===== config.mk =====
export PLATFORM = sky130hd
export DESIGN_NAME = fetch_unit
export DESIGN_NICKNAME = d
export VERILOG_FILES = /design/src/rtl/fetch_unit.sv
export SDC_FILE = /design/constraint.sdc
export NUM_CORES = 1
export LEC_CHECK = 0
export BUFFER_PORTS_ARGS = -buffer_cell sky130_fd_sc_hd__buf_4
export CORE_ASPECT_RATIO = 1.1
export CORE_UTILIZATION = 49
export DETAILED_ROUTE_END_ITERATION = 10
export GPL_TIMING_DRIVEN = 0
export PLACE_DENSITY = 0.86
export SLEW_MARGIN = 20
export SYNTH_ARGS = -nofsm -noshare
export SYNTH_HDL_FRONTEND = slang
export SYNTH_SLANG_ARGS = --single-unit

===== constraint.sdc =====
create_clock -name clk -period 9.21 [get_ports clk]
set_clock_uncertainty 0.1 [all_clocks]
set_input_delay 0.921 -clock clk [delete_from_list [all_inputs] [get_ports clk]]
set_output_delay 0.921 -clock clk [all_outputs]
set_load 0.01 [all_outputs]

===== src/rtl/fetch_unit.sv =====
// ---------------------------------------------------------------------------
// fetch_unit
//
// Instruction fetch sequencer sitting between an external PC register, a
// single-outstanding-request instruction memory and the decode stage.
//
// The unit issues one read at the current PC and waits for the memory ack.
// On the ack it captures the returned word for decode and bumps the PC by
// PC_STEP. It then holds that word until decode accepts it. A redirect
// (branch/jump) reloads the PC at once and squashes whatever is in flight or
// held.
//
// Ports
//   clk            : clock, rising-edge active
//   rst            : asynchronous active-high reset (also resets the memory)
//   pc_in          : current PC, taken from the external PC register output
//   pc_next        : value the PC register loads when pc_load=1 (0 otherwise)
//   pc_load        : PC register load strobe
//   imem_req       : instruction-memory read request
//   imem_addr      : read address, equal to pc_in while imem_req=1, else 0
//   imem_ack       : single-cycle pulse marking imem_rdata valid
//   imem_rdata     : instruction word returned by memory
//   redirect       : branch/jump redirect request
//   redirect_addr  : redirect target; forced to word alignment
//   inst           : fetched instruction to decode
//   inst_pc        : address of inst
//   inst_valid     : inst / inst_pc valid
//   inst_ready     : decode accepts inst this cycle
//   fetch_count    : number of instructions accepted by decode (mod 2^32)
// ---------------------------------------------------------------------------
module fetch_unit #(
    parameter logic [31:0] PC_STEP = 32'd4
) (
    input  logic        clk,
    input  logic        rst,
    input  logic [31:0] pc_in,
    output logic [31:0] pc_next,
    output logic        pc_load,
    output logic        imem_req,
    output logic [31:0] imem_addr,
    input  logic        imem_ack,
    input  logic [31:0] imem_rdata,
    input  logic        redirect,
    input  logic [31:0] redirect_addr,
    output logic [31:0] inst,
    output logic [31:0] inst_pc,
    output logic        inst_valid,
    input  logic        inst_ready,
    output logic [31:0] fetch_count
);

    // IDLE : one quiet cycle after reset, then start fetching
    // REQ  : read outstanding at pc_in, waiting for the ack
    // HOLD : instruction captured, waiting for decode to accept it
    // DROP : a redirect squashed the outstanding read; swallow its ack
    typedef enum logic [1:0] {
        IDLE = 2'b00,
        REQ  = 2'b01,
        HOLD = 2'b10,
        DROP = 2'b11
    } state_t;

    state_t      state_r;
    state_t      state_next_s;

    logic [31:0] inst_r;
    logic [31:0] inst_pc_r;
    logic        inst_valid_r;
    logic [31:0] fetch_count_r;

    logic        pc_load_s;
    logic [31:0] pc_next_s;
    logic        imem_req_s;
    logic        capture_s;     // latch imem_rdata / pc_in for decode
    logic        release_s;     // held instruction leaves (accepted or squashed)
    logic        handshake_s;   // decode accepted the held instruction

    // Redirect targets are forced to a word boundary; masking keeps every
    // target bit in the expression so no input bit is left dangling.
    function automatic logic [31:0] align_word(input logic [31:0] addr);
        return addr & 32'hFFFF_FFFC;
    endfunction

    // Sequential PC; plain 32-bit addition wraps modulo 2^32.
    function automatic logic [31:0] pc_increment(input logic [31:0] pc);
        return pc + PC_STEP;
    endfunction

    // Next-state decode plus the same-cycle PC load and memory request.
    always_comb begin
        state_next_s = state_r;
        pc_load_s    = 1'b0;
        pc_next_s    = 32'h0000_0000;
        imem_req_s   = 1'b0;
        capture_s    = 1'b0;
        release_s    = 1'b0;
        handshake_s  = 1'b0;

        case (state_r)
            IDLE: begin
                // Any stray ack here belongs to nothing we issued.
                state_next_s = REQ;
            end

            REQ: begin
                imem_req_s = 1'b1;
                if (redirect) begin
                    pc_load_s = 1'b1;
                    pc_next_s = align_word(redirect_addr);
                    // With the ack in the same cycle the read is already
                    // retired, so the new target can be requested directly.
                    if (imem_ack) begin
                        state_next_s = REQ;
                    end else begin
                        state_next_s = DROP;
                    end
                end else if (imem_ack) begin
                    pc_load_s    = 1'b1;
                    pc_next_s    = pc_increment(pc_in);
                    capture_s    = 1'b1;
                    state_next_s = HOLD;
                end else begin
                    state_next_s = REQ;
                end
            end

            HOLD: begin
                if (redirect) begin
                    // Squash the held word; it never counts as accepted.
                    pc_load_s    = 1'b1;
                    pc_next_s    = align_word(redirect_addr);
                    release_s    = 1'b1;
                    state_next_s = REQ;
                end else if (inst_ready) begin
                    handshake_s  = 1'b1;
                    release_s    = 1'b1;
                    state_next_s = REQ;
                end else begin
                    state_next_s = HOLD;
                end
            end

            DROP: begin
                if (redirect) begin
                    // The squashed read is still outstanding; keep waiting.
                    pc_load_s    = 1'b1;
                    pc_next_s    = align_word(redirect_addr);
                    state_next_s = DROP;
                end else if (imem_ack) begin
                    state_next_s = REQ;
                end else begin
                    state_next_s = DROP;
                end
            end

            default: begin
                state_next_s = IDLE;
            end
        endcase
    end

    // FSM state register.
    always_ff @(posedge clk or posedge rst) begin
        if (rst) begin
            state_r <= IDLE;
        end else begin
            state_r <= state_next_s;
        end
    end

    // Instruction holding register presented to decode.
    always_ff @(posedge clk or posedge rst) begin
        if (rst) begin
            inst_r       <= 32'h0000_0000;
            inst_pc_r    <= 32'h0000_0000;
            inst_valid_r <= 1'b0;
        end else begin
            if (capture_s) begin
                inst_r       <= imem_rdata;
                inst_pc_r    <= pc_in;
                inst_valid_r <= 1'b1;
            end else if (release_s) begin
                inst_valid_r <= 1'b0;
            end else begin
                inst_valid_r <= inst_valid_r;
            end
        end
    end

    // Count of instructions accepted by decode; wraps naturally.
    always_ff @(posedge clk or posedge rst) begin
        if (rst) begin
            fetch_count_r <= 32'h0000_0000;
        end else begin
            if (handshake_s) begin
                fetch_count_r <= fetch_count_r + 32'd1;
            end else begin
                fetch_count_r <= fetch_count_r;
            end
        end
    end

    // pc_load/pc_next/imem_req must act in the ack cycle itself, so they are
    // decoded from the registered state rather than registered again; IDLE
    // (the reset state) drives them all to zero immediately on rst.
    assign pc_load     = pc_load_s;
    assign pc_next     = pc_next_s;
    assign imem_req    = imem_req_s;
    assign imem_addr   = imem_req_s ? pc_in : 32'h0000_0000;

    assign inst        = inst_r;
    assign inst_pc     = inst_pc_r;
    assign inst_valid  = inst_valid_r;
    assign fetch_count = fetch_count_r;

endmodule


Word level (Yosys, flattened, before mapping). Index checks and enable logic that the tools add are counted.

Bits in registers: 99. Input port bits: 101. Output and inout port bits: 163. Logic and storage cells: 39.

$add $sub $neg: 2. Equality and inequality tests: 3. Muxes and demuxes: 26. Reduce and logical (&&, ||, !) cells: 3.

Operators with widths (count): 2-to-1 mux 32 bit (4); case mux 32 bit (2 select lines) (1); adder 32 x 1 -> 32 bit, second input constant (1); adder 32 x 3 -> 32 bit, second input constant (1); 2-to-1 mux 1 bit (13); 2-to-1 mux 2 bit (6); case mux 2 bit (4 select lines) (1); equality test 2 bit, second input constant (2); equality test 2 x 1 -> 1 bit, second input constant (1); zero test 2 bit (1); case mux 1 bit (2 select lines) (1); nonzero test 2 bit (1); OR reduction 2 bit (1).

Logic depth before layout (Yosys ltp). Gate-level depths: netlist of the first run.

Word-level depth: 5. Depth in mapped cells: 7. Depth with buffers taken out: 6.

Worst setup path before layout of the first run. OpenSTA, ideal clock, no wires.

Kind: input -> output. From: input pc_in[2]. To: output pc_next[26]. Arrival: 2232 ps. Required time: 8189 ps. Path slack: 5957 ps. Cell stages on the path: 6. Path buffers: 0. Cells stage by stage: ha_1 -> and4_1 -> nand3_1 -> nor4_1 -> xnor2_1 -> o21ai_0.

Word-level cells in the longest chain between the ends: 4.

RTL lines: from (decl) (line 36) `input logic [31:0] pc_in,`; adder 32 x 3 -> 32 bit (line 86) `return pc + PC_STEP;`; 2-to-1 mux 32 bit (line 117) `end else if (imem_ack) begin`; 2-to-1 mux 32 bit (line 107) `if (redirect) begin`; case mux 32 bit (2 select lines) (line 99) `case (state_r)`; to (decl) (line 37) `output logic [31:0] pc_next,`.

Every way passes these cells.

Worst setup path after layout of the first run. Same ends and word-level chain as after synthesis.

==> results of run 1 <==
[state kept, by name, indices dropped and copies added, names as in the netlist]
register	cells
state_r	2
fetch_count	32
inst_pc	32
inst_valid	1
inst	32
[critical path, delay by kind of cell]
kind,cells,cell delay [ns]
buf+inv,2,0.29
simple gates,3,0.97
xor+xnor,1,0.19
compound gates,1,0.11
fa+ha+maj,1,0.20
[metal layers]
| metal | vias to the layer above | track usage | wire length, µm |
|---|---|---|---|
| met5 | - | 0 | 14 |
| met4 | 2 | 0.125 | 473 |
| met3 | 35 | 0.0551 | 952 |
| met2 | 200 | 0.519 | 8000 |
| met1 | 2237 | 0.307 | 5670 |
| li1 | 2189 | - | - |
[cells by family (layout without fill, tap and decap cells)]
family	count (synthesis)	count (layout)	synth area share
AND/OR/NAND/NOR	186	186	0.198
flip-flops	99	99	0.486
multiplexers	63	63	0.139
XOR/XNOR	59	59	0.101
AO/OA/AOI/OAI	39	39	0.0395
buffers and inverters	30	307	0.0258
adder cells (fa/ha/maj)	4	4	0.00982
[synthesized netlist by cell type, drive strengths merged, types with 4 or more instances]
cell    count
and3        7
a21oi       4
xnor2      37
xor2       22
inv         9
buf         5
dfrtp      99
nand4      15
nand2      56
nor3        8
nor4        9
clkbuf     16
o21ai      33
nor2       20
mux2       63
and4        7
ha          4
nand3      19
and2       38
[per-stage QoR]
step	worst slack (ns)	area (µm²)	utilization	total power (µW)	hold WS, ns
final	5.50	7420	0.743	1670	0.395
after global routing	5.36	7420	0.743	1760	0.423
after CTS	5.52	7420	0.743	1680	0.394
after detailed placement	5.53	7230	0.724	1410	0.377
after global placement	4.55	7200	0.721	1370	0.369
after floorplan	5.60	5100	-	984	0.408
[power by group]
part,switching (µW),internal [µW],leakage [µW],total [µW]
combinational,315,406,0.00232,721
clock,171,106,0.0000986,277
sequential,88.3,584,0.00123,673
total,575,1100,0.00365,1670
[cell type report]
type | count | area [µm²] | share of cell area
buffer | 21 | 97.6 | 0.0131
clock buffer | 9 | 124 | 0.0167
clock inverter | 7 | 66.3 | 0.00893
inverter | 9 | 38.8 | 0.00523
multi-input combinational | 351 | 2490 | 0.335
sequential | 99 | 2480 | 0.334
tap | 120 | 150 | 0.0202
timing repair buffer | 261 | 1980 | 0.267
[path summary, 6_finish.rpt]
path                                              from                     endpoint  slack (ns)  cells after the start
setup / recovery                              pc_in[2]                  pc_next[26]        5.50                      8
setup reg to reg                  state_r[0]$_DFF_PP0_       inst_pc[4]$_DFFE_PP0P_        6.62                      6
min in group asynchronous                          rst  fetch_count[28]$_DFFE_PP0P_        0.44                      2
hold reg to reg            fetch_count[31]$_DFFE_PP0P_  fetch_count[31]$_DFFE_PP0P_        0.39                      1
hold / removal             fetch_count[31]$_DFFE_PP0P_  fetch_count[31]$_DFFE_PP0P_        0.39                      1
max in group asynchronous                          rst         inst[26]$_DFFE_PP0P_        7.96                      3
==> flow_summary.toml, run 1 <==
[finish]
diodes = 0
num-nets-final = 857
drive_above_1_share = 0.472
instances_no_fill = 877
areaGrowthSynthToFinish_pct = 45.6
final_cell_mix = "buf_4 (260), dfrtp_1 (99), mux2_2 (63)"
n_fill_cell = 733
layout_commonest_cell = "buf_4"

[synth]
synth_edf_count = 0
ys_warn_count = 0
synth_fp_nets = 585
synth-seq-cells = 99
ys_seq_area_frac = 0.486
synth_flop_cell = "dfrtp_1"
synthTopCellsByArea = "dfrtp_1 (49%), mux2_2 (14%), xnor2_1 (6.4%), and2_1 (4.5%), nand2_1 (4.1%)"
netlist.top_cell.by_area = "dfrtp_1"
synthArstFlopShare = 1.00
synth_area_mm2 = 0.00510
yosysUniqueCellTypes = 34
synth_top_area_frac = 0.486
synth.avg_cell_area_um2 = 10.6
synthCells = 480

[clock_tree]
clk_pin_slew_ns = 0.10
cts-root-buf = "clkbuf_8"
cts_tree = "done"
clk_path_buf_depth = 2
cts_made_buffers = 9
h-tree-depth = 3
cts-resized-gates = 0
cts.sinks = 99
post_cts_buffers = 0
clkLatencyLatePin_ns = 0.36
holdBufCountCts = 0

[pwr]
powerDensity_mw_per_mm2 = 225
leakagePower_uw = 0.00365
ir_drop_v = 0.000201

[setup_path]
critical_path_class = "in -> out"
critical_path_required_ns = 8.19
crit_top_cell = "buf_4"
crit_fanout = 7
end_kind = "primary output"
max_stage_delay_ns = 0.38
cpMaxStageDelayCell = "nor4_1"
arrival_ns = 2.69
start_kind = "input pin"
path_cells = "buf_4, ha_1, and4_1, nand3_1, nor4_1, xnor2_1, o21ai_0, buf_4"

[placement]
hpwlAfterDp_um = 12000
io_buffers = 260
placedCellCount = 861
place_congestion = 0.864

[run_status]
outcome = "completed"

[sta]
slew_headroom = 0.563
drv_slew = 0
min_period_ns = 3.71
rsz0062_at_grt = "false"
hold_viol = 0
worstMarginPinSlew_ns = 0.655
setup_viol = 0
fmaxAchievable_mhz = 270
setup-tns-final_ns = 0
min_period_over_period = 0.403

[floorplanning]
die_x_um = 99.2
die-area_mm2 = 0.0108
die-height_um = 109
rows = 38
ioPinCount = 264
start_util = 0.511
fp.coreArea_mm2 = 0.00998

[global_routing]
grt_max_degree = 59
grt_antenna_before_repair = 1
grt_pass1_wl_um = 23000
grtUsageTotal = 0.278
grt_overflow = 0
grt_pass1_vias = 4588

[routing]
wl_per_cell_um = 17.2
drt-pass1-iter-count = 4
via_per_inst = 5.32
dr_total_vias = 4663
ant_nets = 0
drc = 0
routed_wl_um = 15100
drt_iter0_markers = 191

[hold_path]
hp-class = "reg -> reg"

[flow_run]
cap_violations = 0
Power figures use the tool's default switching activity.
==> run 2: changes to the inputs <==
--- a/config.mk
+++ b/config.mk
@@ -5,12 +5,13 @@
 export SDC_FILE = /design/constraint.sdc
 export NUM_CORES = 1
 export LEC_CHECK = 0
+export ABC_AREA = 1
 export BUFFER_PORTS_ARGS = -buffer_cell sky130_fd_sc_hd__buf_4
 export CORE_ASPECT_RATIO = 1.1
-export CORE_UTILIZATION = 49
+export CORE_UTILIZATION = 48
 export DETAILED_ROUTE_END_ITERATION = 10
 export GPL_TIMING_DRIVEN = 0
-export PLACE_DENSITY = 0.86
+export PLACE_DENSITY = 0.82
 export SLEW_MARGIN = 20
 export SYNTH_ARGS = -nofsm -noshare
 export SYNTH_HDL_FRONTEND = slang
==> constraint.sdc (replaced) <==
create_clock -name clk -period 3.7 [get_ports clk]
set_clock_uncertainty 0.1 [all_clocks]
set_input_delay 0.37 -clock clk [delete_from_list [all_inputs] [get_ports clk]]
set_output_delay 0.37 -clock clk [all_outputs]
set_load 0.01 [all_outputs]
==> run 2 against run 1 <==
Against the previous run: worst setup slack got worse by 4.6 ns; core utilization decreased by 3.3 points; largest power group unchanged; critical path type is now reg -> out; critical path depth decreased by 2.
==> flow_summary.toml, run 2 <==
[run_status]
outcome = "completed"

[placement]
place_congestion = 1.03
io_buffers = 260
hpwlAfterDp_um = 15700
placed_area_mm2 = 0.00789

[global_routing]
grt_overflow = 0
grt_antenna_before_repair = 0
grt_max_degree = 62
grt_pass1_wl_um = 29600
grtUsageTotal = 0.313
grt_pass1_vias = 5836

[synth]
post-synth-top-count-cell = "nand2_1"
ys_warn_count = 0
synthAdderAreaFrac = 0.00876
synth_compound_area_frac = 0.0790
synthMuxAreaShare = 0
ys_seq_area_frac = 0.434
yosys.area_share.simple = 0.371
synth_xor_xnor_area_share = 0.0429
synthArstFlopShare = 1.00
synthCells = 811
netlist.top_cell.by_area = "dfrtp_1"
synthTopCellsByArea = "dfrtp_1 (43%), nand2_1 (20%), nor2_1 (6.6%), o21ai_0 (4.1%), inv_1 (4.1%)"
synth_area_mm2 = 0.00571
synth_flop_cell = "dfrtp_1"
synth_edf_count = 0
synth_fp_nets = 916
synth-seq-cells = 99
synth_top_family_by_area = "simple AND/OR/NAND/NOR gates"
synthTopCellsByCount = "nand2_1 (304), nor2_1 (100), dfrtp_1 (99)"
synth.avg_cell_area_um2 = 7.05
yosysUniqueCellTypes = 31
synth_top_area_frac = 0.434

[clock_tree]
cts-resized-gates = 0
cts-root-buf = "clkbuf_16"
post_cts_buffers = 0
cts_made_buffers = 9
h-tree-depth = 3
cts.sinks = 99
clkLatencyLatePin_ns = 0.34
clk_pin_slew_ns = 0.07
holdBufCountCts = 1
cts_tree = "done"
clk_path_buf_depth = 2

[sta]
fmaxAchievable_mhz = 359
worstMarginPinSlew_ns = 0.582
min_period_ns = 2.78
slew_headroom = 0.612
drv_slew = 0
hold_viol = 0
setup-tns-final_ns = 0
rsz0062_at_grt = "false"
setup_viol = 0
min_period_over_period = 0.752

[setup_path]
r2r_setup_slack_ns = 1.77
arrival_ns = 2.31
end_kind = "primary output"
cpMaxStageDelayCell = "clkbuf_1"
reg2regPathDepth = 9
critical_path_class = "reg -> out"
critical_path_required_ns = 3.23
crit_fanout = 10
r2r_start = "state_r[1]$_DFF_PP0_"
start_kind = "flip-flop"
path_cells = "buf_4, nor2_1, clkbuf_1, clkbuf_1, a21oi_1, buf_4"
reg2reg_to = "inst[6]$_DFFE_PP0P_"
max_stage_delay_ns = 0.51

[finish]
areaGrowthSynthToFinish_pct = 43.5
final_cell_mix = "nand2_1 (304), buf_4 (261), nor2_1 (100)"
n_fill_cell = 996
diodes = 0
layout_commonest_cell = "nand2_1"
drive_above_1_share = 0.288
fin_area_mm2 = 0.00820
num-nets-final = 1189

[routing]
ant_nets = 0
wl_per_cell_um = 15.7
drt_iter0_markers = 351
drt-pass1-iter-count = 6
routed_wl_um = 19400
dr_total_vias = 6335
via_per_inst = 5.11
drc = 0

[floorplanning]
die-area_mm2 = 0.0123
die-height_um = 116
die_x_um = 106
fp.coreArea_mm2 = 0.0115
rows = 41
start_util = 0.495
ioPinCount = 264

[pwr]
powerDensity_mw_per_mm2 = 571
leakagePower_uw = 0.00432
ir_drop_v = 0.000317

[hold_path]
min_to = "inst[0]$_DFFE_PP0P_"
hold_start = "imem_rdata[0]"
hp-class = "in -> reg"
hold_depth = 3

[flow_run]
cap_violations = 0
run 2: worst max-delay path by stage:
| stage | end | startpoint |
|---|---|---|
| after CTS | pc_next[9] | state_r[1]$_DFF_PP0_ |
| after detailed placement | pc_next[9] | state_r[1]$_DFF_PP0_ |
| after floorplan | fetch_count[0]$_DFFE_PP0P_ | rst |
| final | pc_next[9] | state_r[1]$_DFF_PP0_ |
| after global placement | inst[0]$_DFFE_PP0P_ | rst |
| after global routing | pc_next[9] | state_r[1]$_DFF_PP0_ |
run 2: stage by stage:
stage	hold slack [ns]	setup slack (ns)	std cells	power (µW)	utilization
floorplan	0.387	0.640	811	2570	-
finish	0.128	0.918	1239	4690	0.710
CTS	0.120	0.942	1239	4720	0.710
detailed placement	0.295	1.32	1222	3770	0.683
global route	0.122	0.837	1239	4960	0.710
global placement	0.355	-0.456	1221	3720	0.680
run 2: cell type report:
cell class                      count  area (µm²)  share of cell area
Inverter                           66         253              0.0308
Tap cell                          150         188              0.0229
Sequential cell                    99        2480               0.302
Clock inverter                      6        65.1             0.00793
Timing Repair Buffer              262        1990               0.243
Buffer                             27         121              0.0148
Multi-Input combinational cell    619        2870               0.350
Clock buffer                       10         239              0.0291
run 2: layer usage:
metal / routed length (µm) / part of all wire / vias to the layer above / GRT usage
li1: - / - / 3105 / -
met1: 7840 / 0.40 / 2919 / 0.377
met2: 9870 / 0.51 / 270 / 0.570
met3: 1180 / 0.061 / 41 / 0.0497
met4: 550 / 0.028 / 0 / 0.115
met5: 0 / 0 / - / 0
run 2: where the power goes:
part | internal [µW] | total (µW) | switching [µW] | leakage (µW)
registers | 1450 | 1660 | 210 | 0.00126
logic | 959 | 2090 | 1130 | 0.00291
clock network | 542 | 943 | 400 | 0.000148
run 2: kinds of logic (layout without fill, tap and decap cells):
group                    Yosys count  count (layout)
buffers and inverters             93             371
flip-flops                        99              99
XOR/XNOR                          28              28
AO/OA/AOI/OAI                     88              88
AND/OR/NAND/NOR                  499             499
adder cells (fa/ha/maj)            4               4
run 2: worst max-delay path: cells and delay by family (launching register included):
family	cells	cell delay, ns
compound gates	1	0.13
buf+inv	4	1.34
flops	1	0.36
simple gates	1	0.14
==> run 3: changes to the inputs <==
==> constraint.sdc (replaced) <==
create_clock -name clk -period 2.7 [get_ports clk]
set_clock_uncertainty 0.1 [all_clocks]
set_input_delay 0.27 -clock clk [delete_from_list [all_inputs] [get_ports clk]]
set_output_delay 0.27 -clock clk [all_outputs]
set_load 0.01 [all_outputs]
==> run 3 against run 2 <==
Against the previous run: combinational power grew 37%; routed wire length grew 2.0%; critical endpoint is now pc_next[10]; total power grew 34%; cell area shrank 0.35%; first-iteration DRC count grew 19%; count of clock-buffer cells in the layout grew 3; non-clock buffer count grew 1; cell count is the same; clock power grew 23%; worst setup slack lost 0.73 ns.
==> flow_summary.toml, run 3 (synthesis gave the netlist of run 2 again) <==
[routing]
drt_iter0_markers = 419
ant_nets = 0
drt-pass1-iter-count = 4
routed_wl_um = 19800
via_per_inst = 5.17
dr_total_vias = 6407
wl_per_cell_um = 16.0
drc = 0

[setup_path]
cp-startpoint = "state_r[1]$_DFF_PP0_"
end_kind = "primary output"
reg2regPathDepth = 9
crit_buf_inv = 4
cpLargestDelayFamily = "buffers and inverters"
critical_path_required_ns = 2.33
r2r_setup_slack_ns = 0.72
reg2reg_to = "inst[15]$_DFFE_PP0P_"
max_stage_delay_ns = 0.48
path_cells = "buf_4, nor2_1, clkbuf_1, clkbuf_2, a21oi_1, buf_4"
crit_top_cell = "buf_4"
critical_path_class = "reg -> out"
start_kind = "flip-flop"
r2r_start = "state_r[1]$_DFF_PP0_"
arrival_ns = 2.14
cpMaxStageDelayCell = "clkbuf_1"
crit_fanout = 10

[finish]
areaGrowthSynthToFinish_pct = 43.0
drive_above_1_share = 0.287
layout_commonest_cell = "nand2_1"
final_cell_mix = "nand2_1 (304), buf_4 (261), nor2_1 (100)"
n_fill_cell = 998
num-nets-final = 1190
fin_area_mm2 = 0.00817
diodes = 0
fin_util = 0.708
regArea_mm2 = 0.00248
multiInputGateArea_mm2 = 0.00287

[clock_tree]
cts_made_buffers = 9
cts.sinks = 99
clkLatencyLatePin_ns = 0.34
cts-root-buf = "clkbuf_16"
post_cts_buffers = 0
cts_tree = "done"
clk_pin_slew_ns = 0.06
clk_path_buf_depth = 2
h-tree-depth = 3

[sta]
finalWorstSetupSlack_ns = 0.186
hold_viol = 0
min_period_ns = 2.51
worstMarginPinSlew_ns = 0.743
setup_viol = 0
slew_headroom = 0.504
fmaxAchievable_mhz = 398
setup-tns-final_ns = 0
rsz0062_at_grt = "false"
min_period_over_period = 0.931
drv_slew = 0

[global_routing]
grt_pass1_vias = 6017
met2_usage = 0.569
grt_antenna_before_repair = 0
grtUsageMet3 = 0.0569
grt_max_degree = 36
grt_pass1_wl_um = 30600
grt_overflow = 0
gr-max-usage-layer = "met2"
grtUsageTotal = 0.324
use_met1 = 0.386

[run_status]
outcome = "completed"

[floorplanning]
start_util = 0.495
fp.coreArea_mm2 = 0.0115
rows = 41
die-height_um = 116
die-area_mm2 = 0.0123
ioPinCount = 264
die_x_um = 106

[hold_path]
hp-class = "in -> reg"
min_to = "inst[28]$_DFFE_PP0P_"
hold_start = "imem_rdata[28]"
hold_depth = 3

[pwr]
power.total_uw = 6300
powerDensity_mw_per_mm2 = 771
leakagePower_uw = 0.00430
ir_drop_v = 0.000453

[placement]
place_congestion = 1.04
io_buffers = 260
pre_cts_slack_ns = 0.404
placed_area_mm2 = 0.00790
hpwlAfterDp_um = 16300

[flow_run]
cap_violations = 0
-- run 3: changes by cell type in the layout (fill, tap and decap cells not counted) --
cell,previous run,this run
buf_12,0,2
clkbuf_1,13,15
clkinv_4,2,0
buf_16,1,0
bufinv_16,1,0
clkbuf_2,0,1
clkinv_2,2,1
clkinvlp_4,1,2
inv_6,1,0
-- run 3: how the worst max path moves through the flow --
stage / endpoint / slack, ns / cells past startpoint
2_1_floorplan: pc_next[24] / 0.98 / 9
3_3_place_gp: pc_next[10] / 0.38 / 6
3_5_place_dp: pc_next[10] / 0.40 / 6
4_1_cts: pc_next[10] / 0.03 / 6
5_1_grt: pc_next[10] / 0.12 / 6
6_report: pc_next[10] / 0.19 / 6
-- run 3: report_power, final --
group / internal [µW] / switching (µW) / leakage, µW / total, µW
clock network: 644 / 519 / 0.000126 / 1160
registers: 1980 / 289 / 0.00126 / 2270
logic: 1320 / 1550 / 0.00292 / 2870
-- run 3: through the flow --
stage	hold slack [ns]	instances
6_report	0.0235	1239
5_1_grt	0.0197	1239
4_1_cts	0.0187	1239
3_5_place_dp	0.334	1223
3_3_place_gp	0.356	1221
2_1_floorplan	0.287	811
-- run 3: routing by layer --
layer  vias to the layer above  routed length [µm]  part of all wire
met5                         -                   0                 0
met4                         0                 815             0.041
met3                        59                1400             0.071
met2                       329                9870              0.50
met1                      2911                7750              0.39
li1                       3108                   -                 -
-- run 3: worst min-delay path, delay by kind of cell --
kind	cells	cell delay, ns
buffers and inverters	1	0.07
AND/OR/NAND/NOR	2	0.09
-- run 3: layout make-up --
| cell class | count | share of cell area |
|---|---|---|
| clock buffer | 13 | 0.0306 |
| clock inverter | 2 | 0.00153 |
| timing repair buffer | 263 | 0.245 |
| inverter | 66 | 0.0308 |
| multi-input combinational | 619 | 0.351 |
| buffer | 27 | 0.0150 |
| tap | 150 | 0.0230 |
| sequential | 99 | 0.303 |
-- run 3: repair_timing --
item | CTS | global route
endpoints found under the hold margin | 31 | 0
gates resized for setup | 0 | 2
hold buffers | 1 | 0
setup endpoints to repair | 0 | 8
